$ cat src/rtl/circular_fifo.sv
// Circular-buffer byte FIFO with read/write pointers, fill level, threshold flags
// and sticky overflow/underflow errors. Single-cycle push and pop, latency-1 read data.
module circular_fifo #(
   parameter int FIFO_SIZE          = 16,
   parameter int DATA_WIDTH         = 8,
   parameter int ALMOST_FULL_LEVEL  = FIFO_SIZE - 2,
   parameter int ALMOST_EMPTY_LEVEL = 2,
   localparam int LW                = $clog2(FIFO_SIZE + 1)
) (
   input  logic                  clk,
   input  logic                  clear,
   input  logic                  flush,
   input  logic                  push,
   input  logic                  pop,
   input  logic [DATA_WIDTH-1:0] in_data,
   output logic [DATA_WIDTH-1:0] out_data,
   output logic                  out_valid,
   output logic                  fifo_ready,
   output logic                  empty,
   output logic                  full,
   output logic [LW-1:0]         level,
   output logic                  almost_full,
   output logic                  almost_empty,
   output logic                  overflow,
   output logic                  underflow
);

   localparam int PW = $clog2(FIFO_SIZE);

   typedef enum logic {
      ST_RESET,
      ST_IDLE
   } state_t;

   state_t state, state_next;

   logic [DATA_WIDTH-1:0] mem [FIFO_SIZE];
   logic [PW-1:0]         wr_ptr, rd_ptr;
   logic [LW-1:0]         level_next;
   logic                  push_ok, pop_ok, flush_ok, ovf_set, unf_set;

   // Explicit wrap so non-power-of-two depths work.
   function automatic logic [PW-1:0] ptr_inc(input logic [PW-1:0] p);
      if (p == PW'(FIFO_SIZE - 1))
         return '0;
      else
         return p + PW'(1);
   endfunction

   always_ff @(posedge clk or posedge clear) begin
      if (clear)
         state <= ST_RESET;
      else
         state <= state_next;
   end

   // Requests are only honoured once the block has left the reset state.
   always_comb begin
      state_next = state;
      push_ok    = 1'b0;
      pop_ok     = 1'b0;
      flush_ok   = 1'b0;
      ovf_set    = 1'b0;
      unf_set    = 1'b0;
      case (state)
         ST_RESET: state_next = ST_IDLE;
         ST_IDLE: begin
            if (flush) begin
               flush_ok = 1'b1;
            end else begin
               push_ok = push & (~full | pop);
               pop_ok  = pop & ~empty;
               ovf_set = push & full & ~pop;
               unf_set = pop & empty;
            end
         end
         default: state_next = ST_RESET;
      endcase
   end

   assign fifo_ready = (state == ST_IDLE);

   always_comb begin
      level_next = level;
      if (flush_ok)
         level_next = '0;
      else if (push_ok && !pop_ok)
         level_next = level + LW'(1);
      else if (pop_ok && !push_ok)
         level_next = level - LW'(1);
   end

   always_ff @(posedge clk) begin
      if (push_ok)
         mem[wr_ptr] <= in_data;
   end

   always_ff @(posedge clk or posedge clear) begin
      if (clear) begin
         wr_ptr       <= '0;
         rd_ptr       <= '0;
         level        <= '0;
         out_data     <= '0;
         out_valid    <= 1'b0;
         empty        <= 1'b1;
         full         <= 1'b0;
         almost_full  <= 1'b0;
         almost_empty <= 1'b1;
         overflow     <= 1'b0;
         underflow    <= 1'b0;
      end else begin
         level        <= level_next;
         empty        <= (level_next == '0);
         full         <= (level_next == LW'(FIFO_SIZE));
         almost_full  <= (level_next >= LW'(ALMOST_FULL_LEVEL));
         almost_empty <= (level_next <= LW'(ALMOST_EMPTY_LEVEL));
         out_valid    <= pop_ok;
         if (flush_ok) begin
            wr_ptr    <= '0;
            rd_ptr    <= '0;
            overflow  <= 1'b0;
            underflow <= 1'b0;
         end else begin
            if (push_ok)
               wr_ptr <= ptr_inc(wr_ptr);
            if (pop_ok) begin
               rd_ptr   <= ptr_inc(rd_ptr);
               out_data <= mem[rd_ptr];
            end
            if (ovf_set)
               overflow <= 1'b1;
            if (unf_set)
               underflow <= 1'b1;
         end
      end
   end

endmodule

$ cat config.mk
export PLATFORM = sky130hd
export DESIGN_NAME = circular_fifo
export DESIGN_NICKNAME = d
export VERILOG_FILES = /design/src/rtl/circular_fifo.sv
export SDC_FILE = /design/constraint.sdc
export NUM_CORES = 1
export LEC_CHECK = 0
export ABC_AREA = 1
export BUFFER_PORTS_ARGS = -buffer_cell sky130_fd_sc_hd__buf_2
export CORE_UTILIZATION = 60
export CTS_BUF_LIST = sky130_fd_sc_hd__clkbuf_2
export DETAILED_ROUTE_END_ITERATION = 6
export GPL_TIMING_DRIVEN = 0
export PLACE_DENSITY = 0.76
export SLEW_MARGIN = 0
export SYNTH_ARGS = -nofsm -noshare
export SYNTH_HDL_FRONTEND = slang
export SYNTH_SLANG_ARGS = --single-unit
$ cat constraint.sdc
create_clock -name clk -period 1.8 [get_ports clk]
set_input_delay 0.09 -clock clk [delete_from_list [all_inputs] [get_ports clk]]
set_output_delay 0.09 -clock clk [all_outputs]
set_load 0.005 [all_outputs]
* After elaboration in Yosys (flattened, before gate mapping)
Memory sizes are Yosys's and may differ from the RTL's. A register that Yosys moved wholly into a read port is not among the register bits. Index checks and enable logic that the tools add are counted.
Storage, ports and cells: register bits 21, RAM bits 128, input bits 13, logic and storage cells 66, memories 1
Operators by class: add/sub/neg operators 4, $lt $le $gt $ge 2, equal/unequal tests 3, multiplexer cells 25, bitwise gates (word level) 10, reduce and logical (&&, ||, !) cells 10
Memories:
- mem | words 16, width 8, rd ports 1, clocked after memory_dff 1, write ports 1, line 37 | logic [DATA_WIDTH-1:0] mem [FIFO_SIZE];
Operators by type and width (number):
- $mux W4 | 6
- $mux W1 | 16
- $mux W5 | 3
- $add A4 B1 Y4 const B | 2
- $eq A4 B4 Y1 const B | 2
- $reduce_bool A2 Y1 | 4
- $add A5 B1 Y5 const B | 1
- $and A1 B1 Y1 | 5
- $eq A5 B5 Y1 const B | 1
- $ge A5 B4 Y1 const B | 1
- $le A5 B2 Y1 const B | 1
- $logic_not A5 Y1 | 1
- $sub A5 B1 Y5 const B | 1
- $not A1 Y1 | 4
- $logic_and A1 B1 Y1 | 2
- $logic_not A1 Y1 | 2
- $reduce_and A2 Y1 | 1
- $or A1 B1 Y1 | 1

* Depth between registers and ports, before layout
Gate-level depths: netlist (run 1).
depth after elaboration 11, depth in mapped cells 12, gate-level depth less buffers 11

* Least setup slack after synthesis (run 1)
Ideal clock, no wire load.
kind reg-to-reg, start point register state (netlist: fifo_ready), end point memory mem[3][0], enable pin, arrival 1297 ps, path slack 133 ps, stages on the path, launching flop included 7, path buffers 0, clock period less this slack 1667 ps, cells stage by stage dfrtp_1 nand2_1 inv_1 nand3_1 inv_1 nand2_1 nor2_1
On the way: cells in the longest elaborated chain, start to end 3
RTL lines:
- from (decl) | line 35 | state_t state, state_next;
- from (signal assigned) | line 54 | state <= state_next;
- $mux W1 | line 65 | case (state)
- $mux W1 | line 94 | if (push_ok)
- $mux W1 (not written as such) | line 95 | mem[wr_ptr] <= in_data;
- to (decl) | line 37
No other way between the ends.

* Final worst setup path (run 1)
start point register state (netlist: fifo_ready), end point register rd_ptr[3]
On the way: cells in the longest elaborated chain, start to end 2, elaborated cells on any way between the ends 4, classes of those cells 3 x mux; 1 x reduce/logical
RTL lines:
- $mux W1 | line 65
- $mux W4 or $reduce_bool A2 Y1 (tied branches)
- to (signal assigned) | line 127 | rd_ptr <= ptr_inc(rd_ptr);
- to (decl) | line 38 | logic [PW-1:0] wr_ptr, rd_ptr;
Several ways; a longest one is shown, not always the timed one. A chain may end at the register's enable or synchronous reset.

==> flow_metrics.tcl, run 1 <==
set metrics [dict create \
    crit-reg2reg-capture "rd_ptr[3]" \
    critical_path_class "reg -> reg" \
    grt_pass1_wl_um 24300 \
    slew_headroom_pct 23.6 \
    finalWirelength_um 16000 \
    clock-skew-final_ps 41.6 \
    synth.avg_cell_area_um2 11.4 \
    ctsLongestPathBuffers 2 \
    timing.critical_path.required_ps 2390 \
    antenna_found_initial 0 \
    die-width_um 107 \
    flow.area_growth_from_synthesis_pct 17.6 \
    yosysSeqAreaShare_pct 69.6 \
    synthFlopType "edfxtp_1" \
    post_place_cells 743 \
    min_period_over_period_pct 98.8 \
    most_common_library_cell_in_the_layout_ignoring_fill_and_taps "edfxtp_1" \
    port-buffer-count 33 \
    clkTransAtPathRegs_ps 250 \
    power_total_mw 7.86 \
    switchingPower_mw 2.50 \
    synthesis.yosys.warnings 0 \
    slew_limit_fails 0 \
    netlist_top_cells_area "edfxtp_1 59%, dfrtp_1 10%, nor2_1 7.3%" \
    floorplan.die.height_um 107 \
    netlist.area_leader.share_pct 58.5 \
    run_status "finished clean" \
    power_report.internal_total_mw 5.36 \
    cts_htree_levels 4 \
    cell_type_with_the_largest_total_area_after_synthesis "edfxtp_1" \
    cellLeakagePower_nw 2.91 \
    die_area_mm2 0.0114 \
    beginning_of_the_worst_register_to_register_path "fifo_ready" \
    r2r.worst_path.cells 6 \
    setup.worst_path.start_class "register" \
    n_antenna_cell 0 \
    crit_path_arrival_time_ps 2370 \
    grtUsageTotal_pct 29.7 \
    cts-buffers-inserted 17 \
    final.min_clock_period_ps 1780 \
    pwr_density_cell_mw_per_mm2 1020 \
    mappedNetlistArea_mm2 0.00657 \
    setup.worst_path.end_class "register" \
    grt_pass1_vias 4645 \
    detailedRoute.firstIterationViolations 515 \
    design.final.nets 681 \
    synth_seq_cells 157 \
    wl_per_cell_um 19.7 \
    grt_remaining_overflow 0 \
    finalHoldViolations 0 \
    drt_pass1_iterations 5 \
    seq_power_share_pct 54.2 \
    worstMarginPinSlew_ps 1150 \
    floorplan.initialDensity_pct 62.7 \
    hp-class "in -> async" \
    netlist-cell-type-count 26 \
    fmax_achieved_mhz 563 \
    pwr-share-comb_pct 20.8 \
    asyncSetResetFlopFracSynth_pct 18.5 \
    globalplace.congestion 0.877 \
    netSwitchingFraction_pct 31.8 \
    synth_enable_flop_cells 128 \
    grt_start_max_net_pins 30 \
    vias 4849 \
    worst-path-max-fanout 10 \
    mostFrequentLayoutCells "128 x edfxtp_1, 108 x nor2_1, 60 x nand2_1, 58 x o21ai_0, 42 x buf_2" \
    grt_setup_unrepaired "yes" \
    core_area_mm2 0.0105 \
    synthCells 574 \
    pin_count 34 \
    setup.reg_to_reg.worst_slack_ps 20 \
    numClockSinks 157 \
    report.final.setup_viol 0 \
    clock-root-buffer "clkbuf_2" \
    viasPerCell 5.99 \
    clkLatencyLatePin_ps 710 \
    detail_route.drc_violations 0 \
    clock_power_share_pct 25.0 \
    ir_drop_v 0.000587 \
    post_layout_nonfiller_instances 809 \
    antenna_violating_nets_post_route 0 \
    floorplan.rows 37 \
    post-route-worst-setup-slack_ps 22.4 \
    place_hpwl_um 10300 \
    final_layout_size_suffix_gt1_share_pct 21.2 \
    pre_cts_ws_ps -525 \
    tritoncts "built" \
    drv_cap 0 \
    net_count_of_the_mapped_netlist 594 \
]
==> worst max-delay path, stage by stage (launching register included) <==
cell,delay [ps]
dfrtp_1,510
buf_4,160
nand2_1,100
nor2_4,140
nand2_1,120
clkbuf_1,300
o32ai_1,330
==> how the worst max path moves through the flow <==
stage                     from    endpoint  depth (start not counted)
global placement    fifo_ready   mem[0][0]                          6
global route        fifo_ready   rd_ptr[0]                          8
floorplan           fifo_ready   mem[3][0]                          6
detailed placement  fifo_ready   mem[0][0]                          6
finish              fifo_ready   rd_ptr[3]                          6
CTS                 fifo_ready  mem[14][2]                          6
==> stage by stage <==
step | setup TNS (ps) | utilization [%] | hold WS [ps] | cell area (µm²)
floorplan | 0 | - | 167 | 6570
global placement | -28940 | 66.0 | 407 | 6900
detailed placement | -44150 | 66.0 | 441 | 6900
CTS | 0 | 72.6 | 216 | 7590
global route | -225 | 73.8 | 225 | 7720
finish | 0 | 73.8 | 173 | 7720
==> kinds of logic (layout without fill, tap and decap cells) <==
group / Yosys count / count (layout) / share of synthesized area (%)
simple gates: 241 / 241 / 15.2
flops: 157 / 157 / 69.6
compound gates: 111 / 111 / 9.83
buf+inv: 52 / 151 / 3.26
fa+ha+maj: 7 / 7 / 1.33
xor+xnor: 5 / 5 / 0.667
other cells: 1 / 1 / 0.0571
==> sequential cells by signal, summed over array words and instances, names as in the netlist <==
signal,count
almost_empty,1
almost_full,1
empty,1
fifo_ready,1
full,1
level,5
mem,128
out_data,8
out_valid,1
overflow,1
rd_ptr,4
underflow,1
wr_ptr,4
==> power groups by stage <==
stage                     Combinational [mW]  Clock, mW  Sequential (mW)
after floorplan                        0.868          0             4.33
after global placement                  1.36          0             4.32
after detailed placement                1.39          0             4.33
after CTS                               1.49       1.95             4.25
after global routing                    1.79       2.09             4.28
final                                   1.64       1.96             4.26
==> metal layers <==
| layer | global-route usage [%] | share of wire (%) | wire length [µm] |
|---|---|---|---|
| met2 | 49.0 | 49 | 7780 |
| met3 | 6.14 | 9.4 | 1510 |
| met1 | 39.8 | 39 | 6200 |
| met5 | 0 | 0 | 0 |
| met4 | 9.88 | 3.1 | 495 |
==> final cells by class <==
cell class	instances	area, µm²
buffer	28	150
clock buffer	17	85.1
clock inverter	14	159
fill	694	2740
inverter	24	95.1
multi-input combinational	365	1970
sequential	157	4570
tap	136	170
timing repair buffer	68	523
==> Yosys cell counts, types with 3 or more instances <==
library cell    n
edfxtp_1      128
inv_1          22
nand4_1        12
nand2_1        65
o21ai_0        68
dfrtp_1        27
nor2_1        128
nand3_1        31
a21oi_1         6
buf_2          15
xor2_1          3
clkbuf_1       12
o211ai_1       32
ha_1            7
==> repair_timing <==
action,4_1_cts,5_1_grt
pin swaps,11,6
hold buffers,13,0
hold endpoints to repair,172,0
buffers inserted,17,5
setup endpoints to repair,133,132
resized for setup,40,43
No activity file was read; power rests on OpenSTA's default activity.
==> run 2: changes to the inputs <==
--- a/config.mk
+++ b/config.mk
@@ -7,11 +7,12 @@
 export LEC_CHECK = 0
 export ABC_AREA = 1
 export BUFFER_PORTS_ARGS = -buffer_cell sky130_fd_sc_hd__buf_2
+export CORE_MARGIN = 2
 export CORE_UTILIZATION = 60
 export CTS_BUF_LIST = sky130_fd_sc_hd__clkbuf_2
 export DETAILED_ROUTE_END_ITERATION = 6
 export GPL_TIMING_DRIVEN = 0
-export PLACE_DENSITY = 0.76
+export PLACE_DENSITY_LB_ADDON = 0.3
 export SLEW_MARGIN = 0
 export SYNTH_ARGS = -nofsm -noshare
 export SYNTH_HDL_FRONTEND = slang
==> run 2 against run 1 <==
Effect of this change:
- the flow now finishes with violations (setup timing)
- worst hold slack worse by 5.0 ps
- final cell count up 0.49%
- die area up 3.8%
- worst setup slack worse by 35 ps
- sequential power about the same
- routed wire length up 6.9%
==> flow_metrics.tcl, run 2 (synthesis gave the netlist of run 1 again) <==
set metrics [dict create \
    cts_htree_levels 4 \
    gr-usage-met3_pct 6.75 \
    final.min_clock_period_ps 1810 \
    report.final.setup_viol 8 \
    multi_input_area_mm2 0.00196 \
    grt_remaining_overflow 0 \
    vias 5008 \
    die-width_um 109 \
    filler_cell_count 698 \
    hp-class "in -> async" \
    worst-path-max-fanout 7 \
    numClockSinks 157 \
    cts-buffers-inserted 17 \
    finalHoldViolations 0 \
    switchingPower_mw 2.48 \
    design_area_mm2 0.00781 \
    critPathBufInv 3 \
    slew_headroom_pct 23.8 \
    grt_pass1_vias 4782 \
    floorplan.initialDensity_pct 61.1 \
    pin_count 34 \
    gr-usage-met1_pct 39.6 \
    wl_per_cell_um 21.0 \
    mostFrequentLayoutCells "128 x edfxtp_1, 110 x nor2_1, 65 x o21ai_0, 60 x nand2_1, 42 x buf_2" \
    port-buffer-count 33 \
    critPathCapture "mem[0][5]" \
    floorplan.die.height_um 109 \
    drt_pass1_iterations 5 \
    crit-reg2reg-capture "mem[0][5]" \
    crit_path_arrival_time_ps 2300 \
    pwr-share-comb_pct 19.6 \
    fmax_achieved_mhz 552 \
    layer_with_the_highest_usage "met2" \
    clock-skew-final_ps 26.7 \
    antenna_violating_nets_post_route 0 \
    design.final.nets 680 \
    globalplace.congestion 0.871 \
    setup.reg_to_reg.worst_slack_ps -10 \
    ctsLongestPathBuffers 2 \
    startpoint_of_the_worst_setup_timing_path "fifo_ready" \
    drv_cap 0 \
    post-route-worst-setup-slack_ps -13.0 \
    pwr_density_cell_mw_per_mm2 1050 \
    beginning_of_the_worst_register_to_register_path "fifo_ready" \
    slew_limit_fails 0 \
    cp_cell_sequence "nand2_1 -> inv_2 -> nand3_2 -> inv_4 -> nand2_4 -> nor2_4 -> buf_12" \
    post_layout_nonfiller_instances 813 \
    min_period_over_period_pct 101 \
    tritoncts "built" \
    r2r.worst_path.cells 7 \
    largest_regs "mem: 128 flops, out_data: 8 flops, level: 5 flops" \
    number_of_flip_flops_under_the_largest_register_name 128 \
    run_status "finished, violations left" \
    core_area_mm2 0.0107 \
    netSwitchingFraction_pct 30.2 \
    grt_pass1_wl_um 25100 \
    critPathSlowestCell "dfrtp_2" \
    grtUsageMet2_pct 46.1 \
    path_depth 7 \
    most_common_library_cell_in_the_layout_ignoring_fill_and_taps "edfxtp_1" \
    pre_cts_ws_ps -428 \
    timing.critical_path.required_ps 2280 \
    die_area_mm2 0.0118 \
    critical_path_class "reg -> reg" \
    flow.area_growth_from_synthesis_pct 19.0 \
    grtUsageTotal_pct 29.3 \
    max_flop_register "mem" \
    n_antenna_cell 0 \
    placed_cell_area_mm2 0.00691 \
    ir_drop_v 0.000922 \
    clock_power_share_pct 28.5 \
    regArea_mm2 0.00457 \
    seq_power_share_pct 51.9 \
    detailedRoute.firstIterationViolations 658 \
    place_hpwl_um 10200 \
    worstMarginPinSlew_ps 1140 \
    floorplan.rows 38 \
    detail_route.drc_violations 0 \
    antenna_found_initial 0 \
    clkLatencyLatePin_ps 750 \
    clock-root-buffer "clkbuf_2" \
    max_stage_delay_ps 480 \
    fin_worst_hold_slack_ps 168 \
    viasPerCell 6.16 \
    finalWirelength_um 17100 \
    power_report.internal_total_mw 5.74 \
    setup.worst_path.end_class "register" \
    power_total_mw 8.22 \
    final_layout_size_suffix_gt1_share_pct 21.5 \
    cellLeakagePower_nw 2.96 \
    violations_in_the_final_reports "setup timing" \
    clkTransAtPathRegs_ps 230 \
    critical-path-top-delay-family "simple AND/OR/NAND/NOR gates" \
    setup.worst_path.start_class "register" \
    grt_start_max_net_pins 30 \
    post_place_cells 747 \
]
[run 2: repair_timing]
item | CTS | global route
hold endpoints to repair | 174 | 0
endpoints found under the setup margin | 129 | 140
gates resized for setup | 29 | 47
pin swaps | 9 | 5
hold buffers | 13 | 0
setup buffers | 17 | 4
[run 2: worst min path at each step]
stage / end / slack, ps / cells after the start
4_1_cts: almost_full / 200 / 3
6_report: out_data[1] / 170 / 3
2_1_floorplan: almost_full / 170 / 1
3_3_place_gp: out_valid / 400 / 2
5_1_grt: out_data[1] / 230 / 3
3_5_place_dp: almost_full / 430 / 2
[run 2: routing by layer]
layer | up-vias | share of wire [%] | wire length [µm]
li1 | 2210 | - | -
met1 | 2434 | 38 | 6560
met2 | 298 | 49 | 8360
met3 | 66 | 8.4 | 1430
met4 | 0 | 4.2 | 722
met5 | - | 0 | 0
[run 2: cell type report]
cell class	instances	share of cell area, %
multi-input cells	365	25.1
plain buffers	28	1.92
inverters	24	1.19
flip-flops and latches	157	58.5
clock inverters	14	2.79
repair buffers	67	7.08
well taps	140	2.24
clock buffers	18	1.15
[run 2: power by group through the flow]
stage,sequential (mW),clock (mW),combinational [mW]
5_1_grt,4.29,2.49,1.78
4_1_cts,4.25,2.33,1.49
2_1_floorplan,4.33,0,0.868
3_5_place_dp,4.33,0,1.39
3_3_place_gp,4.32,0,1.36
6_report,4.27,2.34,1.61
[run 2: metrics by stage]
step                      TNS (ps)  utilization, %
after floorplan                  0               -
after global placement      -27200            64.3
after detailed placement    -35950            64.3
after CTS                    -9140            71.2
after global routing         -4460            72.7
final                        -55.1            72.7
[run 2: worst reg2reg max path, stage by stage (launching register included)]
cell and delay [ps]:
dfrtp_2 480, nand2_1 130, inv_2 120, nand3_2 160, inv_4 180, nand2_4 140
nor2_4 180, buf_12 150
==> run 3: changes to the inputs <==
==> constraint.sdc (replaced) <==
create_clock -name clk -period 1.9 [get_ports clk]
set_input_delay 0.095 -clock clk [delete_from_list [all_inputs] [get_ports clk]]
set_output_delay 0.095 -clock clk [all_outputs]
set_load 0.005 [all_outputs]
==> run 3 against run 2 <==
Effect of this change:
- the flow finishes with violations (DRC)
- critical endpoint is now mem[3][2]
- clock power shrank 6%
- clock skew up 0.61 ps
- sequential power fell by 5.6%
- worst hold slack gained 30 ps
==> flow_metrics.tcl, run 3 (synthesis gave the netlist of run 1 again) <==
set metrics [dict create \
    r2r.worst_path.cells 7 \
    most_common_library_cell_in_the_layout_ignoring_fill_and_taps "edfxtp_1" \
    drv_cap 0 \
    slew_headroom_pct 25.0 \
    pre_cts_ws_ps -328 \
    die-width_um 109 \
    ir_drop_v 0.000671 \
    clkTransAtPathRegs_ps 230 \
    post-route-worst-setup-slack_ps 57.7 \
    final_layout_size_suffix_gt1_share_pct 19.2 \
    finalWirelength_um 16600 \
    max_flop_register "mem" \
    worstMarginPinSlew_ps 1120 \
    hp-class "in -> async" \
    post_place_cells 747 \
    cts_htree_levels 4 \
    cts-buffers-inserted 17 \
    cellLeakagePower_nw 2.91 \
    pin_count 34 \
    detailedRoute.firstIterationViolations 581 \
    fin_util_pct 71.9 \
    crit_path_arrival_time_ps 2280 \
    antenna_found_initial 0 \
    n_antenna_cell 0 \
    clock-skew-final_ps 27.3 \
    tritoncts "built" \
    final.min_clock_period_ps 1840 \
    detail_route.drc_violations 42 \
    worst-path-max-fanout 8 \
    floorplan.rows 38 \
    mostFrequentLayoutCells "128 x edfxtp_1, 111 x nor2_1, 68 x o21ai_0, 61 x nand2_1, 47 x buf_2" \
    fin_worst_hold_slack_ps 198 \
    flow.area_growth_from_synthesis_pct 17.6 \
    antenna_violating_nets_post_route 0 \
    number_of_flip_flops_under_the_largest_register_name 128 \
    port-buffer-count 33 \
    clkLatencyLatePin_ps 710 \
    pwr_density_cell_mw_per_mm2 1000 \
    grt_pass1_wl_um 23900 \
    violations_in_the_final_reports "DRC" \
    power_total_mw 7.75 \
    grt_pass1_vias 4593 \
    setup.worst_path.end_class "register" \
    numClockSinks 157 \
    grt_start_max_net_pins 30 \
    vias 4969 \
    wl_per_cell_um 20.5 \
    run_status "finished, violations left" \
    ctsLongestPathBuffers 2 \
    grtUsageTotal_pct 28.0 \
    floorplan.die.height_um 109 \
    largest_regs "mem: 128 flops, out_data: 8 flops, level: 5 flops" \
    clock-root-buffer "clkbuf_2" \
    floorplan.initialDensity_pct 61.1 \
    timing.critical_path.required_ps 2330 \
    place_hpwl_um 10200 \
    globalplace.congestion 0.871 \
    drt_pass1_iterations 7 \
    report.final.setup_viol 0 \
    die_area_mm2 0.0118 \
    setup.worst_path.start_class "register" \
    grt_remaining_overflow 0 \
    min_period_over_period_pct 97.0 \
    slew_limit_fails 0 \
    viasPerCell 6.15 \
    design.final.nets 675 \
    fmax_achieved_mhz 543 \
    core_area_mm2 0.0107 \
    post_layout_nonfiller_instances 808 \
    critical_path_class "reg -> reg" \
    finalHoldViolations 0 \
]
run 3: cell count changes in the layout (fill, tap and decap cells not counted), sizes merged:
cell / delta
buf: -5
clkbuf: -3
dlygate4sd3: +2
dlymetal6s4s: +1
run 3: path summary, 6_finish.rpt:
check | start | endpoint | slack (ps)
max | fifo_ready | mem[3][2] | 60
min | clear | out_data[1] | 200
max reg2reg | fifo_ready | mem[3][2] | 60
min reg2reg | out_data[5] | out_data[5] | 510
max in group asynchronous | clear | rd_ptr[2] | 1020
min in group clk | in_data[0] | mem[7][0] | 300
run 3: area by class of cell:
cell class | count | area (µm²)
multi-input combinational | 365 | 1930
sequential | 157 | 4570
buffer | 28 | 131
clock buffer | 18 | 90.1
tap | 140 | 175
fill | 723 | 3020
clock inverter | 14 | 218
timing repair buffer | 62 | 513
inverter | 24 | 92.6
run 3: timing repair:
item,CTS,global route
setup buffers,0,13
resized for setup,27,25
pin swaps,0,14
hold buffers,16,0
endpoints found under the hold margin,174,0
endpoints found under the setup margin,120,140
run 3: report_power, final:
part           internal [mW]  switching (mW)  total [mW]  leakage, nW
logic                  0.509           0.993        1.50         1.22
clock network           1.00            1.21        2.21        0.171
registers               3.91           0.128        4.03         1.52
run 3: critical path, cell delays in order (launching register included):
cell and delay (ps):
dfrtp_1 470, nand2_1 130, inv_1 170, nand3_2 160, inv_4 150, nand2_2 160, nor2_4 180, buf_12 160
run 3: metrics by stage:
| stage | setup TNS [ps] | cell area [µm²] |
|---|---|---|
| global placement | -15200 | 6910 |
| floorplan | 0 | 6570 |
| finish | 0 | 7720 |
| global route | -140 | 7720 |
| detailed placement | -23950 | 6910 |
| CTS | -2790 | 7470 |
run 3: per-layer routing:
layer | track usage [%] | share of wire [%]
met4 | 13.0 | 3.9
met5 | 0 | 0
met1 | 38.3 | 38
met3 | 5.67 | 8.7
met2 | 43.6 | 49
